<file path="src/rtl/ddr4_cmd_sequencer.sv">
// DDR4 command sequencer: per-bank open-row tracking, ACT/PRE/RD/WR timing.
// Periodic refresh (PREA/REF) is compiled in only with `define REFRESH_EN.
module ddr4_cmd_sequencer #(
    parameter int BGWIDTH   = 2,
    parameter int BAWIDTH   = 2,
    parameter int ADDRWIDTH = 17,
    parameter int COLWIDTH  = 10,
    parameter int TRP       = 4,
    parameter int TRCD      = 4,
    parameter int TCCD      = 4,
    parameter int TREFI     = 7800,
    parameter int TRFC      = 88
) (
    input  logic                 clk,
    input  logic                 reset_n,
    input  logic                 req_valid,
    output logic                 req_ready,
    input  logic                 req_we,
    input  logic [BGWIDTH-1:0]   req_bg,
    input  logic [BAWIDTH-1:0]   req_ba,
    input  logic [ADDRWIDTH-1:0] req_row,
    input  logic [COLWIDTH-1:0]  req_col,
    output logic                 cke,
    output logic                 cs_n,
    output logic                 act_n,
    output logic [ADDRWIDTH-1:0] A,
    output logic [BGWIDTH-1:0]   bg,
    output logic [BAWIDTH-1:0]   ba,
    output logic                 ref_busy,
    output logic                 rw_issued
);

    localparam int IW   = BGWIDTH + BAWIDTH;
    localparam int NB   = 1 << IW;
    localparam int TM1  = (TRP > TRCD) ? TRP : TRCD;
    localparam int TM2  = (TM1 > TCCD) ? TM1 : TCCD;
    localparam int TM3  = (TM2 > TRFC) ? TM2 : TRFC;
    localparam int TMAX = (TM3 > TREFI) ? TM3 : TREFI;
    localparam int TW   = $clog2(TMAX + 1);

    localparam logic [TW-1:0] L_TRP  = TW'(TRP - 1);
    localparam logic [TW-1:0] L_TRCD = TW'(TRCD - 1);
    localparam logic [TW-1:0] L_TCCD = TW'(TCCD - 1);
    localparam logic [TW-1:0] L_TRFC = TW'(TRFC - 1);

    typedef enum logic [3:0] {
        S_IDLE,
        S_PRE,
        S_PRE_WAIT,
        S_ACT,
        S_ACT_WAIT,
        S_RW,
        S_RW_WAIT,
        S_REF_PREA,
        S_REF_RP_WAIT,
        S_REF,
        S_REF_WAIT
    } state_t;

    state_t                 r_state;
    state_t                 w_nxt;
    logic [TW-1:0]          r_cnt;
    logic [TW-1:0]          w_cnt_nxt;
    logic                   r_cke;
    logic                   r_rdy_en;

    logic                   r_we;
    logic [BGWIDTH-1:0]     r_bg;
    logic [BAWIDTH-1:0]     r_ba;
    logic [ADDRWIDTH-1:0]   r_row;
    logic [COLWIDTH-1:0]    r_col;

    logic [NB-1:0]          r_valid;
    logic [ADDRWIDTH-1:0]   r_rows [NB];

    logic                   r_cs_n;
    logic                   r_act_n;
    logic [ADDRWIDTH-1:0]   r_a;
    logic [BGWIDTH-1:0]     r_bg_o;
    logic [BAWIDTH-1:0]     r_ba_o;
    logic                   r_rw_issued;

    logic                   w_ready;
    logic                   w_hs;
    logic                   w_ref_pend;
    logic                   w_we;
    logic [BGWIDTH-1:0]     w_bg;
    logic [BAWIDTH-1:0]     w_ba;
    logic [ADDRWIDTH-1:0]   w_row;
    logic [COLWIDTH-1:0]    w_col;
    logic [IW-1:0]          w_req_idx;
    logic [IW-1:0]          w_idx;
    logic                   w_open;
    logic                   w_hit;
    logic                   w_any_open;

    logic                   w_cs_n;
    logic                   w_act_n;
    logic [ADDRWIDTH-1:0]   w_a;
    logic [BGWIDTH-1:0]     w_bg_o;
    logic [BAWIDTH-1:0]     w_ba_o;

`ifdef REFRESH_EN
    localparam logic [TW-1:0] L_TREFI = TW'(TREFI - 1);

    logic [TW-1:0] r_refi;
    logic          r_ref_pend;
    logic          w_refi_exp;
    logic          w_ref_go;

    assign w_refi_exp = (r_refi == L_TREFI);
    assign w_ref_go   = (r_state == S_IDLE) && r_rdy_en && r_ref_pend;

    // Pending is a single flag, so an expiry while already pending merges.
    always_ff @(posedge clk or negedge reset_n) begin
        if (!reset_n) begin
            r_refi     <= '0;
            r_ref_pend <= 1'b0;
        end else begin
            r_refi     <= w_refi_exp ? '0 : r_refi + TW'(1);
            r_ref_pend <= w_refi_exp | (r_ref_pend & ~w_ref_go);
        end
    end

    assign w_ref_pend = r_ref_pend;
    assign ref_busy   = (r_state == S_REF_PREA)
                     || (r_state == S_REF_RP_WAIT)
                     || (r_state == S_REF)
                     || (r_state == S_REF_WAIT);
`else
    assign w_ref_pend = 1'b0;
    assign ref_busy   = 1'b0;
`endif

    assign w_ready    = (r_state == S_IDLE) && r_rdy_en && !w_ref_pend;
    assign w_hs       = req_valid && w_ready;
    assign w_req_idx  = {req_bg, req_ba};
    assign w_open     = r_valid[w_req_idx];
    assign w_hit      = w_open && (r_rows[w_req_idx] == req_row);
    assign w_any_open = |r_valid;

    // In IDLE the command is built from the live request, later from the latch.
    assign w_we  = (r_state == S_IDLE) ? req_we  : r_we;
    assign w_bg  = (r_state == S_IDLE) ? req_bg  : r_bg;
    assign w_ba  = (r_state == S_IDLE) ? req_ba  : r_ba;
    assign w_row = (r_state == S_IDLE) ? req_row : r_row;
    assign w_col = (r_state == S_IDLE) ? req_col : r_col;
    assign w_idx = {w_bg, w_ba};

    always_comb begin
        w_nxt     = r_state;
        w_cnt_nxt = (r_cnt != '0) ? r_cnt - TW'(1) : '0;
        unique case (r_state)
            S_IDLE: begin
                if (r_rdy_en && w_ref_pend) begin
                    w_nxt = w_any_open ? S_REF_PREA : S_REF;
                end else if (w_hs) begin
                    if (w_hit) begin
                        w_nxt = S_RW;
                    end else if (w_open) begin
                        w_nxt = S_PRE;
                    end else begin
                        w_nxt = S_ACT;
                    end
                end
            end
            S_PRE, S_PRE_WAIT:
                w_nxt = (r_cnt == '0) ? S_ACT : S_PRE_WAIT;
            S_ACT, S_ACT_WAIT:
                w_nxt = (r_cnt == '0) ? S_RW : S_ACT_WAIT;
            S_RW, S_RW_WAIT:
                w_nxt = (r_cnt == '0) ? S_IDLE : S_RW_WAIT;
            S_REF_PREA, S_REF_RP_WAIT:
                w_nxt = (r_cnt == '0) ? S_REF : S_REF_RP_WAIT;
            S_REF, S_REF_WAIT:
                w_nxt = (r_cnt == '0) ? S_IDLE : S_REF_WAIT;
            default:
                w_nxt = S_IDLE;
        endcase

        unique case (w_nxt)
            S_PRE:      w_cnt_nxt = L_TRP;
            S_ACT:      w_cnt_nxt = L_TRCD;
            S_RW:       w_cnt_nxt = L_TCCD;
            S_REF_PREA: w_cnt_nxt = L_TRP;
            S_REF:      w_cnt_nxt = L_TRFC;
            default:    ;
        endcase
    end

    // Command states are only ever entered, never held, so decode on w_nxt.
    always_comb begin
        w_cs_n  = 1'b1;
        w_act_n = 1'b1;
        w_a     = '0;
        w_bg_o  = '0;
        w_ba_o  = '0;
        unique case (w_nxt)
            S_PRE: begin
                w_cs_n     = 1'b0;
                w_a[16:14] = 3'b010;
                w_bg_o     = w_bg;
                w_ba_o     = w_ba;
            end
            S_ACT: begin
                w_cs_n  = 1'b0;
                w_act_n = 1'b0;
                w_a     = w_row;
                w_bg_o  = w_bg;
                w_ba_o  = w_ba;
            end
            S_RW: begin
                w_cs_n              = 1'b0;
                w_a[COLWIDTH-1:0]   = w_col;
                w_a[10]             = 1'b0;
                w_a[16:14]          = w_we ? 3'b100 : 3'b101;
                w_bg_o              = w_bg;
                w_ba_o              = w_ba;
            end
            S_REF_PREA: begin
                w_cs_n     = 1'b0;
                w_a[16:14] = 3'b010;
                w_a[10]    = 1'b1;
            end
            S_REF: begin
                w_cs_n     = 1'b0;
                w_a[16:14] = 3'b001;
            end
            default: ;
        endcase
    end

    always_ff @(posedge clk or negedge reset_n) begin
        if (!reset_n) begin
            r_state     <= S_IDLE;
            r_cnt       <= '0;
            r_cke       <= 1'b0;
            r_rdy_en    <= 1'b0;
            r_we        <= 1'b0;
            r_bg        <= '0;
            r_ba        <= '0;
            r_row       <= '0;
            r_col       <= '0;
            r_valid     <= '0;
            r_cs_n      <= 1'b1;
            r_act_n     <= 1'b1;
            r_a         <= '0;
            r_bg_o      <= '0;
            r_ba_o      <= '0;
            r_rw_issued <= 1'b0;
        end else begin
            r_state     <= w_nxt;
            r_cnt       <= w_cnt_nxt;
            r_cke       <= 1'b1;
            r_rdy_en    <= r_cke;
            r_cs_n      <= w_cs_n;
            r_act_n     <= w_act_n;
            r_a         <= w_a;
            r_bg_o      <= w_bg_o;
            r_ba_o      <= w_ba_o;
            r_rw_issued <= (w_nxt == S_RW);
            if (w_hs) begin
                r_we  <= req_we;
                r_bg  <= req_bg;
                r_ba  <= req_ba;
                r_row <= req_row;
                r_col <= req_col;
            end
            if (w_nxt == S_PRE) begin
                r_valid[w_idx] <= 1'b0;
            end else if (w_nxt == S_ACT) begin
                r_valid[w_idx] <= 1'b1;
            end
            if (r_state == S_REF_WAIT && w_nxt == S_IDLE) begin
                r_valid <= '0;
            end
        end
    end

    always_ff @(posedge clk or negedge reset_n) begin
        if (!reset_n) begin
            for (int i = 0; i < NB; i++) begin
                r_rows[i] <= '0;
            end
        end else if (w_nxt == S_ACT) begin
            r_rows[w_idx] <= w_row;
        end
    end

    assign req_ready = w_ready;
    assign cke       = r_cke;
    assign cs_n      = r_cs_n;
    assign act_n     = r_act_n;
    assign A         = r_a;
    assign bg        = r_bg_o;
    assign ba        = r_ba_o;
    assign rw_issued = r_rw_issued;

endmodule

</file>
<file path="config.mk">
export PLATFORM = sky130hd
export DESIGN_NAME = ddr4_cmd_sequencer
export DESIGN_NICKNAME = d
export VERILOG_FILES = /design/src/rtl/ddr4_cmd_sequencer.sv
export SDC_FILE = /design/constraint.sdc
export NUM_CORES = 1
export LEC_CHECK = 0
export ABC_AREA = 0
export BUFFER_PORTS_ARGS = -buffer_cell sky130_fd_sc_hd__buf_2
export CELL_PAD_IN_SITES_DETAIL_PLACEMENT = 1
export CELL_PAD_IN_SITES_GLOBAL_PLACEMENT = 1
export CORE_ASPECT_RATIO = 2
export CORE_MARGIN = 10
export CORE_UTILIZATION = 45
export CTS_CLUSTER_SIZE = 20
export DETAILED_ROUTE_END_ITERATION = 10
export PLACE_DENSITY_LB_ADDON = 0.1
export SLEW_MARGIN = 5
export SYNTH_ARGS = -nofsm -noshare
export SYNTH_HDL_FRONTEND = slang
export SYNTH_SLANG_ARGS = --single-unit
</file>
<file path="constraint.sdc">
create_clock -name clk -period 2.95 [get_ports clk]
set_input_delay 0.59 -clock clk [delete_from_list [all_inputs] [get_ports clk]]
set_output_delay 0.59 -clock clk [all_outputs]
set_load 0.02 [all_outputs]
</file>
==> results.ini <==
[synth]
synth-edff-count = 0
syn_nets = 1546
synth-seq-cells = 363
synth_cells = 1510
synth.avg_cell_area_um2 = 10.9
ys_types = 59
ys.warnings.count = 0
synthFlopType = dfrtp_1
ys_seq_area_frac = 0.554
synthArstFlopShare = 1.00
syn-cell-area_mm2 = 0.0164

[placed_design]
placed_cell_area_mm2 = 0.0184
post-dp-hpwl_mm = 36.0
numPortBuffers = 60
dp_worst_setup_slack_ps = -1080
dp.cells = 2055
gp_congestion = 0.829

[clock_network]
clkLatencyLatePin_ps = 620
cts_buffer_depth = 3
cts_made_buffers = 35
cts_tree = done
cts_max_level = 2
path_clk_slew_ps = 80
root_buffer = clkbuf_16
cts.sinks = 363

[detailed_routing]
wl_per_cell_um = 44.0
met3RoutedLength_mm = 10.5
drt_first_pass_iters = 5
routed.top_layer = met5
drt-met1-wl_mm = 31.1
vias = 16119
routed_wl_mm = 100
antenna_left = 0
vias_per_cell = 7.08
wl_met2_mm = 47.2
drtIter0Drc = 1807
drc = 0

[setup_path]
critical_path.max_fanout = 6
arrival_ps = 4350
r2r_cells = 13
worstReg2RegStart = r_rows[101]
startpoint = r_rows[101]
crit_end = r_valid[15]
r2r_setup_slack_ps = -900
setup.worst_path.class = reg2reg
setup.worst_path.start_class = flip-flop
r2r_end = r_valid[15]
required_ps = 3450
crit_path_end_kind = flip-flop

[sta]
relSlewSlack = 0.0337
min_period_ps = 3850
rsz0062_at_grt = true
fin_worst_skew_ps = 44.0
setup_ws_ps = -898
holdWs_ps = 256
maxSlewViolCount = 0
post-route-period-util = 1.30
worstMarginPinSlew_ps = 1440
hold_viol = 0
fin_tns_setup_ps = -135430
fmax_ghz = 0.260
setup_violations = 311

[floorplan]
dieWidth_um = 155
initial_core_util = 0.457
dieHeight_um = 290
std_cell_rows = 98
pin_count = 62
coreArea_mm2 = 0.0359
dieArea_mm2 = 0.0450

[final_layout]
fin_cells = 2276
area_growth_syn_to_layout_pct = 55.7
n_antenna_cell = 0
layout-drive-gt1-share = 0.590
nFillCells = 3187
final_area_mm2 = 0.0255
layout.nets = 1835
finish.utilization = 0.711

[outcome]
violations = setup timing
outcome = finished, violations left

[global_routing]
grt_start_max_net_pins = 94
grt_pass1_vias = 16112
antenna_found_initial = 3
grt_pass1_wl_mm = 111
grt_usage = 0.334
gr-total-overflow = 0

[power_and_ir_drop]
peakVddDrop_v = 0.000919
p_leak_nw = 11.4
finalPower_mw = 27.3
power_density_mw_per_mm2 = 1070

[job]
maxCapViolCount = 0

[worst_hold_path]
worst_hold_path_type = in2reg

-- cell usage in the layout, fill, tap and decap left out, types with 30 or more instances in the layout --
| master | netlist | routed |
|---|---|---|
| nand2_2 | 0 | 89 |
| buf_4 | 6 | 112 |
| o21ai_2 | 0 | 214 |
| mux2i_1 | 82 | 76 |
| buf_12 | 0 | 84 |
| clkbuf_16 | 0 | 54 |
| mux4_2 | 55 | 55 |
| mux2_2 | 31 | 30 |
| buf_6 | 7 | 48 |
| o21ai_1 | 16 | 50 |
| buf_2 | 39 | 56 |
| nand2_4 | 0 | 154 |
| dfrtp_1 | 361 | 361 |
| buf_16 | 0 | 31 |
| nand2_1 | 334 | 91 |
-- registers in the layout (all words and copies together) (netlist names), 2 cells and up --
signal,flops
r_state,4
ba,2
r_col,10
r_cnt,13
r_rows,272
A,17
r_valid,16
r_ba,2
r_bg,2
r_row,17
bg,2
-- where the power goes --
part / leakage, nW / switching, mW / internal [mW]
Sequential: 4.31 / 2.60 / 7.25
Combinational: 6.43 / 7.21 / 4.89
Clock: 0.621 / 2.35 / 3.00
-- worst min path at each step --
| stage | from | endpoint | slack, ps | depth (start not counted) |
|---|---|---|---|---|
| final | req_col[6] | r_col[6] | 260 | 2 |
| after global routing | req_col[2] | r_col[2] | 260 | 2 |
| after CTS | req_col[0] | r_col[0] | 280 | 2 |
| after detailed placement | cke | r_rdy_en | 380 | 0 |
| after global placement | cke | r_rdy_en | 380 | 0 |
| after floorplan | reset_n | A[0] | 290 | 0 |
-- cell usage after synthesis, types with 10 or more instances --
master	n	area (um2)
dfrtp_1	361	9030
nand2_1	334	1250
o21ai_0	280	1400
mux2i_1	82	821
clkbuf_1	62	233
mux4_2	55	1240
buf_2	39	195
mux2_2	31	349
nor2_1	30	113
nand3_1	20	100
xnor2_1	18	158
o21ai_1	16	80.1
xor2_1	15	131
a21oi_1	13	65.1
nand4_1	12	75.1
a221oi_1	10	87.6
a22oi_1	10	75.1
-- critical path: stages (launching register included) --
cell and delay (ps):
dfrtp_1 430, mux4_2 500, mux2i_1 240, xnor2_1 370, nor2_1 200, a41oi_1 450
buf_4 270, nor4_4 60, a41oi_4 290, buf_6 170, buf_4 120, clkbuf_16 140
nand4_1 200, mux2i_1 290
-- area by class of cell --
type / instances / area (um2) / share of cell area
Clock buffer: 48 / 995 / 0.0389
Clock inverter: 16 / 273 / 0.0107
Inverter: 10 / 46.3 / 0.00181
Multi-Input combinational cell: 1021 / 9630 / 0.377
Sequential cell: 363 / 9090 / 0.356
Tap cell: 450 / 563 / 0.0220
Timing Repair Buffer: 368 / 4950 / 0.194
-- cell families (layout without fill, tap and decap cells) --
family                     count (synthesis)  count (layout)  synth area share
muxes                                    171             171             0.149
AOI/OAI and AO/OA                        357             357             0.120
xor gates and xnor gates                  33              33            0.0176
other                                      2               2          0.000458
and+or+nand+nor                          454             455             0.120
buffers and inverters                    127             442            0.0366
DFF                                      363             363             0.554
adders and majority gates                  3               3           0.00198
-- per-layer routing --
layer / GRT usage / up-vias
met4: 0.305 / 4
li1: - / 5925
met3: 0.0656 / 629
met5: 0 / -
met1: 0.349 / 8230
met2: 0.550 / 1331
-- what timing repair did --
item	4_1_cts	5_1_grt
hold buffers	1	0
gates resized for setup	497	689
setup endpoints to repair	321	322
hold endpoints to repair	38	0
setup buffers	69	46
pin swaps	104	115
cloned	49	25
Note: power is estimated with default switching activity, not from simulation.
